### config.mk
export PLATFORM = sky130hd
export DESIGN_NAME = uart_rx_fifo
export DESIGN_NICKNAME = d
export VERILOG_FILES = /design/src/rtl/uart_rx_fifo.sv
export SDC_FILE = /design/constraint.sdc
export NUM_CORES = 1
export LEC_CHECK = 0
export CAP_MARGIN = 20
export CORE_ASPECT_RATIO = 0.9
export CORE_UTILIZATION = 45
export DETAILED_ROUTE_END_ITERATION = 10
export PLACE_DENSITY = 0.72
export SYNTH_ARGS = -nofsm -noshare
export SYNTH_HDL_FRONTEND = slang
export SYNTH_SLANG_ARGS = --single-unit
### constraint.sdc
create_clock -name clk -period 7.55 [get_ports clk]
set_clock_uncertainty 0.1 [all_clocks]
set_input_delay 1.51 -clock clk [delete_from_list [all_inputs] [get_ports clk]]
set_output_delay 1.51 -clock clk [all_outputs]
set_load 0.005 [all_outputs]
### src/rtl/uart_rx_fifo.sv
`default_nettype none
// ============================================================================
//  Module      : uart_rx_fifo
//  Description : First-word-fall-through byte FIFO behind the UART receiver,
//                with full/empty/level status and a sticky overflow flag.
//                Optional dropped-push counter: define UART_FIFO_DROP_CNT_EN.
//  Revision    : 1.0 - initial release
// ============================================================================
module uart_rx_fifo #(
    parameter int DATA_W = 8,
    parameter int DEPTH  = 16,
    parameter int ADDR_W = 4
) (
    input  logic              clk,
    input  logic              reset,
    input  logic              i_wr_en,
    input  logic [DATA_W-1:0] i_wr_data,
    input  logic              i_rd_en,
    output logic [DATA_W-1:0] o_rd_data,
    output logic              o_rd_valid,
    output logic              o_empty,
    output logic              o_full,
    output logic [ADDR_W:0]   o_count,
    output logic              o_overflow,
    input  logic              i_clr_overflow,
    output logic [7:0]        o_drop_cnt
);

    localparam logic [ADDR_W:0] c_depth = (ADDR_W+1)'(DEPTH);
    localparam logic [ADDR_W:0] c_one   = (ADDR_W+1)'(1);

    logic [DATA_W-1:0] r_mem [DEPTH];
    logic [ADDR_W-1:0] r_wr_ptr;
    logic [ADDR_W-1:0] r_rd_ptr;
    logic [ADDR_W:0]   r_count;
    logic              r_overflow;

    logic w_empty;
    logic w_full;
    logic w_pop;
    logic w_push;
    logic w_drop;

    assign w_empty = (r_count == '0);
    assign w_full  = (r_count == c_depth);

    // A pop in the same cycle frees a slot, so a full FIFO can still accept.
    assign w_pop  = i_rd_en && !w_empty;
    assign w_push = i_wr_en && (!w_full || w_pop);
    assign w_drop = i_wr_en && !w_push;

    // Storage is deliberately left out of reset.
    always_ff @(posedge clk) begin
        if (reset && w_push) begin
            r_mem[r_wr_ptr] <= i_wr_data;
        end
    end

    always_ff @(posedge clk) begin
        if (!reset) begin
            r_wr_ptr   <= '0;
            r_rd_ptr   <= '0;
            r_count    <= '0;
            r_overflow <= 1'b0;
        end else begin
            if (w_push) begin
                r_wr_ptr <= r_wr_ptr + 1'b1;
            end
            if (w_pop) begin
                r_rd_ptr <= r_rd_ptr + 1'b1;
            end
            case ({w_push, w_pop})
                2'b10:   r_count <= r_count + c_one;
                2'b01:   r_count <= r_count - c_one;
                default: r_count <= r_count;
            endcase
            // Setting wins over clearing when both happen together.
            if (w_drop) begin
                r_overflow <= 1'b1;
            end else if (i_clr_overflow) begin
                r_overflow <= 1'b0;
            end
        end
    end

`ifdef UART_FIFO_DROP_CNT_EN
    logic [7:0] r_drop_cnt;

    always_ff @(posedge clk) begin
        if (!reset) begin
            r_drop_cnt <= 8'd0;
        end else if (w_drop && i_clr_overflow) begin
            r_drop_cnt <= 8'd1;
        end else if (w_drop) begin
            if (r_drop_cnt != 8'hFF) begin
                r_drop_cnt <= r_drop_cnt + 8'd1;
            end
        end else if (i_clr_overflow) begin
            r_drop_cnt <= 8'd0;
        end
    end

    assign o_drop_cnt = r_drop_cnt;
`else
    assign o_drop_cnt = 8'd0;
`endif

    assign o_rd_data  = w_empty ? '0 : r_mem[r_rd_ptr];
    assign o_rd_valid = !w_empty;
    assign o_empty    = w_empty;
    assign o_full     = w_full;
    assign o_count    = r_count;
    assign o_overflow = r_overflow;

endmodule
`default_nettype wire

==> results of run 1 <==
==> how the worst max path moves through the flow <==
stage	start	to	slack [ns]
after detailed placement	i_rd_en	o_count[4]	2.96
final	register	o_rd_data[1]	3.10
after CTS	register	o_rd_data[1]	3.04
after global routing	register	o_rd_data[2]	2.95
after global placement	i_rd_en	o_count[4]	3.14
after floorplan	i_rd_en	o_count[4]	3.93
==> worst max-delay path: stages (launching register included) <==
cell	delay [ns]
dfxtp_2	0.31
buf_4	0.44
mux4_2	0.57
nor2b_1	0.14
a211oi_1	0.31
a211oi_1	0.14
clkdlybuf4s50_1	0.50
==> stage by stage <==
stage               util [%]  hold slack (ns)  worst slack [ns]  cells
floorplan                  -           0.3811             3.925    354
detailed placement     49.96           0.4071             2.959    524
global placement       49.96           0.4083             3.139    524
CTS                    54.93           0.4181             3.044    556
global route           54.93           0.4334             2.953    556
finish                 54.93           0.4234             3.103    556
==> cells by family after synthesis <==
logic type	Yosys count	share of synthesized area, %
compound gates	33	3.999
xor+xnor	4	0.5803
fa+ha+maj	9	1.989
buf+inv	35	3.004
flops	146	69.62
mux	48	14.59
other cells	1	0.06210
simple gates	71	6.154
==> layout make-up <==
cell class	count	area, sq um	area share, %
Sequential cell	146	4205	59.42
Inverter	9	33.78	0.4774
Timing Repair Buffer	32	312.8	4.420
Clock inverter	14	211.5	2.988
Clock buffer	18	429.2	6.064
Tap cell	164	205.2	2.900
Multi-Input combinational cell	173	1679	23.73
==> cells in the final DEF, fill, tap and decap left out, types with 2 or more instances in the layout <==
master | netlist | routed
inv_1 | 9 | 9
mux4_2 | 32 | 32
xnor2_1 | 3 | 3
bufinv_16 | 0 | 5
clkinvlp_4 | 0 | 3
conb_1 | 1 | 8
clkinv_1 | 0 | 2
clkinv_4 | 0 | 2
nor2b_1 | 12 | 12
dfxtp_1 | 18 | 17
clkdlybuf4s50_1 | 0 | 29
mux2i_1 | 16 | 16
ha_1 | 8 | 8
o21a_1 | 3 | 3
clkbuf_16 | 0 | 17
nand3_1 | 6 | 6
a211oi_1 | 18 | 18
o21ai_0 | 3 | 3
nand2b_1 | 4 | 4
buf_4 | 9 | 3
or2_2 | 2 | 2
nand2_1 | 12 | 12
and2_1 | 5 | 5
edfxtp_1 | 128 | 128
nor2_1 | 20 | 20
nand4_1 | 2 | 2
==> power breakdown <==
group          switching [mW]  internal (mW)  leakage [nW]
Sequential             0.0264          0.905          1.30
Combinational           0.230          0.242         0.677
Clock                   0.314          0.585         0.302
Total                   0.571           1.73          2.28
==> metal layers <==
layer / up-vias / track usage [%] / share of wire [%]
met3: 11 / 5.277 / 4.6
met2: 75 / 27.73 / 51
met5: - / 0 / 0
met1: 1593 / 22.47 / 43
met4: 0 / 5.952 / 1.4
li1: 1408 / - / -
==> sequential cells by signal, indices dropped and copies added, names as in the netlist, named ones only <==
name,count
o_count,5
o_overflow,1
r_mem,128
r_rd_ptr,4
r_wr_ptr,4
==> reports/qor.yml, run 1 <==
drt_wl_total_um: 10810
die_area_sq_um: 13890
reg2reg_slack_ns: 4.51
min_period_ns: 4.447
initial_core_util_pct: 46.87
clock-sinks: 146
grt_pass1_vias: 3219
drive_gt1_share_pct: 18.37
viasPerCell: 5.552
crit_type: "reg -> out"
synth_area_leader_cell: "edfxtp_1"
async_flop_share_pct: 0
clock_latency_ns: 0.41
reg2reg_from: "o_count[4]"
yosysWarningCount: 0
io_buffers: 29
min-delay-path-class: "reg -> reg"
worst_ep_arrival_time_ns: 2.84
ios: 38
rows: 39
gp_congestion: 0.7415
fillerInstances: 998
nets: 401
avgSynthCellArea_sq_um: 17.40
die_h_um: 111.9
hold_buffers: 0
antenna_found_initial: 0
cp-start-kind: "register"
synth_commonest_cells: "128 x edfxtp_1, 32 x mux4_2, 20 x nor2_1, 18 x a211oi_1, 18 x dfxtp_1"
r2r_cells: 8
worstMarginPinSlew_ns: 0.9596
worstReg2RegEnd: "o_count[4]"
setup_viol: 0
synth_top_area_share_pct: 63.66
coreArea_sq_um: 12880
syn_area_sq_um: 6038
holdCritStartpoint: "r_wr_ptr[2]"
vdd_drop_max_v: 0.0002324
fin_crit_sh_pct: 58.91
cts_tree: "yes"
drt.antenna.violating_nets: 0
holdPathEnd: "r_wr_ptr[2]"
powerDensity_nw_per_um2: 325.3
htreeDepth: 4
cts_root_buffer: "clkbuf_16"
yosysSeqAreaShare_pct: 69.62
cp-end-kind: "primary output"
syn_to_final_growth_pct: 17.20
post_cts_resized: 0
avgRoutedWirePerCell_um: 19.45
drc_errors: 0
cts_setup_buffers: 0
synth_area_leaders: "edfxtp_1 64%, mux4_2 12%, dfxtp_1 6.0%"
totalPowerFinal_mw: 2.302
drv_cap: 0
finalSetupTns_ns: 0
design_area_sq_um: 7077
status: "complete, no violations"
drt_pass1_iterations: 4
yosysMostFrequentCell: "edfxtp_1"
cts_buffer_depth: 2
crit_fanout: 32
rsz0062_at_grt: "no"
max_freq_ghz: 0.2249
num_vias: 3087
cts_buffers: 17
grt_pass1_wl_um: 17250
required_ns: 5.94
synth_edf_count: 128
placed_area_sq_um: 6436
drt_iter0_drc: 207
slew_violations: 0
grt_overflow: 0
synth_ff_type: "edfxtp_1"
yosysUniqueCellTypes: 43
die_w_um: 124.1
diodes: 0
path_clk_slew_ns: 0.06
hold_viol: 0
dpl.hpwl_um: 6798
p_leak_nw: 2.279
ys_ff_latch: 146
synthCells: 347
relSlewSlack_pct: 35.79
grt_max_degree: 33
track_usage_pct: 17.37
hold_depth: 2
Note: power is estimated with default switching activity, not from simulation.
==> run 2: changes to the inputs <==
- PLACE_DENSITY: 0.72 -> 0.75
- clock period: 7.55 -> 3.7 ns (I/O delays scaled with it)
==> run 2 against run 1 <==
Sequential share of layout area fell by 1.4 points. Total power up 110%. Flip-flop and latch count is the same. Sequential power is 110% higher. Worst setup slack got worse by 2.9 ns. Clock power rose by 110%. First-iteration DRC count increased by 45%. Die area is the same.
==> reports/qor.yml, run 2 (synthesized netlist as in run 1, its figures left out) <==
status: "complete, no violations"  # unchanged
drc_errors: 0  # unchanged
worst_ep_arrival_time_ns: 2.61  # was 2.84 ns
p_leak_nw: 2.396  # was 2.279 nW
grt_max_degree: 33  # unchanged
path_buf_inv: 2  # unchanged
avgRoutedWirePerCell_um: 19.20  # was 19.45 um
drt_pass1_iterations: 4  # unchanged
clock_latency_ns: 0.42  # was 0.41 ns
grt_overflow: 0  # unchanged
drt.antenna.violating_nets: 0  # unchanged
cp-start-kind: "register"  # unchanged
cts_setup_buffers: 0  # unchanged
fin_crit_sh_pct: 93.34
holdPathEnd: "r_wr_ptr[1]"  # was r_wr_ptr[2]
crit_fanout: 14  # was 32
diodes: 0  # unchanged
r2r_cells: 8  # unchanged
io_buffers: 29  # unchanged
drive_gt1_share_pct: 23.06  # was 18.37%
ios: 38  # unchanged
crit_slowest_cell: "mux4_2"  # unchanged
max_freq_ghz: 0.2896
die_h_um: 111.9  # unchanged
vdd_drop_max_v: 0.0004640  # was 0.0002324 V
htreeDepth: 4  # unchanged
hold_viol: 0  # unchanged
largest-register: "r_mem"  # unchanged
relSlewSlack_pct: 48.22  # was 35.79%
crit_family: "buffers and inverters"  # unchanged
cpMostUsedCell: "a211oi_1"  # unchanged
syn_to_final_growth_pct: 20.18  # was 17.20%
hold_depth: 2  # unchanged
track_usage_pct: 17.71  # was 17.37%
layout_commonest_cell: "edfxtp_1"  # unchanged
clock-sinks: 146  # unchanged
crit_type: "reg -> out"  # unchanged
worstMarginPinSlew_ns: 0.7739  # was 0.9596 ns
cp-end-kind: "primary output"  # unchanged
grt_pass1_vias: 3195  # was 3219
rsz0062_at_grt: "no"  # unchanged
gp_congestion: 0.7515  # was 0.7415
crit_cells: 5  # was 6
powerDensity_nw_per_um2: 652.2  # was 325.3 nW/um^2
min_period_ns: 3.454
dpl.hpwl_um: 7122  # was 6798 um
dp.cells: 544  # was 524
cts_tree: "yes"  # unchanged
drv_cap: 0  # unchanged
holdCritStartpoint: "r_wr_ptr[1]"  # was r_wr_ptr[2]
reg2reg_from: "o_count[4]"  # unchanged
min-delay-path-class: "reg -> reg"  # unchanged
rows: 39  # unchanged
coreArea_sq_um: 12880  # unchanged
largest_reg_flops: 128  # unchanged
viasPerCell: 5.474  # was 5.552
finalSetupTns_ns: 0  # unchanged
worstReg2RegEnd: "o_count[4]"  # unchanged
cts_root_buffer: "clkbuf_16"  # unchanged
hold_buffers: 0  # unchanged
cts_buffer_depth: 2  # unchanged
antenna_found_initial: 0  # unchanged
grt_pass1_wl_um: 17370  # was 17250 um
num_vias: 3153  # was 3087
reg2reg_slack_ns: 0.98  # was 4.51 ns
nets: 421  # was 401
cp_slowest_stage_delay_ns: 0.52  # was 0.57 ns
layout_common_cells: "128 x edfxtp_1, 32 x mux4_2, 29 x clkdlybuf4s50_1"  # unchanged
instances_no_fill: 576  # was 556
required_ns: 2.86  # was 5.94 ns
slew_violations: 0  # unchanged
cp_cell_sequence: "buf_4 > mux4_2 > a211oi_1 > a211oi_1 > clkdlybuf4s50_1"  # was buf_4 > mux4_2 > nor2b_1 > a211oi_1 > a211oi_1 > clkdlybuf4s50_1
initial_core_util_pct: 46.87  # unchanged
die_area_sq_um: 13890  # unchanged
path_clk_slew_ns: 0.06  # about the same
drt_iter0_drc: 300  # was 207
setup_viol: 0  # unchanged
drt_wl_total_um: 11060  # was 10810 um
die_w_um: 124.1  # unchanged
cts_buffers: 17  # unchanged
==> run 2: cell count changes in the layout (fill, tap and decap cells not counted) <==
cell / previous run / this run
inv_6: 1 / 5
clkinv_1: 2 / 0
dfxtp_4: 0 / 1
inv_8: 0 / 2
bufinv_16: 5 / 4
clkbuf_1: 1 / 0
buf_12: 0 / 2
clkinv_2: 1 / 0
clkinv_4: 2 / 1
buf_4: 3 / 21
dfxtp_2: 1 / 0
==> run 2: report_power, final <==
group / internal, mW / switching [mW]
registers: 1.85 / 0.0721
clock network: 1.15 / 0.702
logic: 0.515 / 0.450
total: 3.51 / 1.22
==> run 2: routing by layer <==
| layer | share of wire, % | vias to the layer above | global-route usage [%] |
|---|---|---|---|
| met5 | 0 | - | 0 |
| met2 | 49 | 107 | 28.18 |
| met4 | 1.3 | 0 | 6.190 |
| li1 | - | 1452 | - |
| met1 | 43 | 1580 | 22.88 |
| met3 | 6.7 | 14 | 5.482 |
==> run 2: cell type report <==
type	instances	area, sq um
sequential	146	4208
fill	975	5625
clock buffer	17	425.4
tap	164	205.2
timing repair buffer	52	488.0
multi-input combinational	173	1679
inverter	9	33.78
clock inverter	15	217.7
==> run 2: worst min-delay path, delay by kind of cell, from the launching register on <==
kind | cells | cell delay (ns)
flip-flops | 1 | 0.35
AO/OA/AOI/OAI | 1 | 0.06
AND/OR/NAND/NOR | 1 | 0.06
==> run 2: how the worst max path moves through the flow <==
stage	startpoint	endpoint	slack, ns
6_report	register	o_rd_data[5]	0.25
3_5_place_dp	i_rd_en	o_count[4]	0.40
5_1_grt	register	o_rd_data[5]	0.05
4_1_cts	register	o_rd_data[5]	0.007
2_1_floorplan	i_rd_en	o_count[4]	0.85
3_3_place_gp	i_rd_en	o_count[4]	0.49
==> run 2: what timing repair did <==
item                                    4_1_cts  5_1_grt
endpoints found under the hold margin         0        0
gates resized for setup                       0        1
endpoints found under the setup margin        0        3
==> run 2: through the flow <==
stage | area (sq um) | hold WS (ns) | total power, mW | util [%] | worst slack, ns
2_1_floorplan | 6065 | 0.3811 | 2.531 | - | 0.8450
3_3_place_gp | 6611 | 0.4011 | 2.900 | 51.32 | 0.4878
3_5_place_dp | 6611 | 0.4123 | 2.929 | 51.32 | 0.4028
4_1_cts | 7254 | 0.4335 | 4.781 | 56.31 | 0.006654
5_1_grt | 7257 | 0.4745 | 4.934 | 56.33 | 0.04942
6_report | 7257 | 0.4244 | 4.733 | 56.33 | 0.2464
==> run 3: changes to the inputs <==
- CAP_MARGIN: 20 -> unset
==> results of run 3 <==
No change in the layout: final DEF, timing and power equal those of run 2.
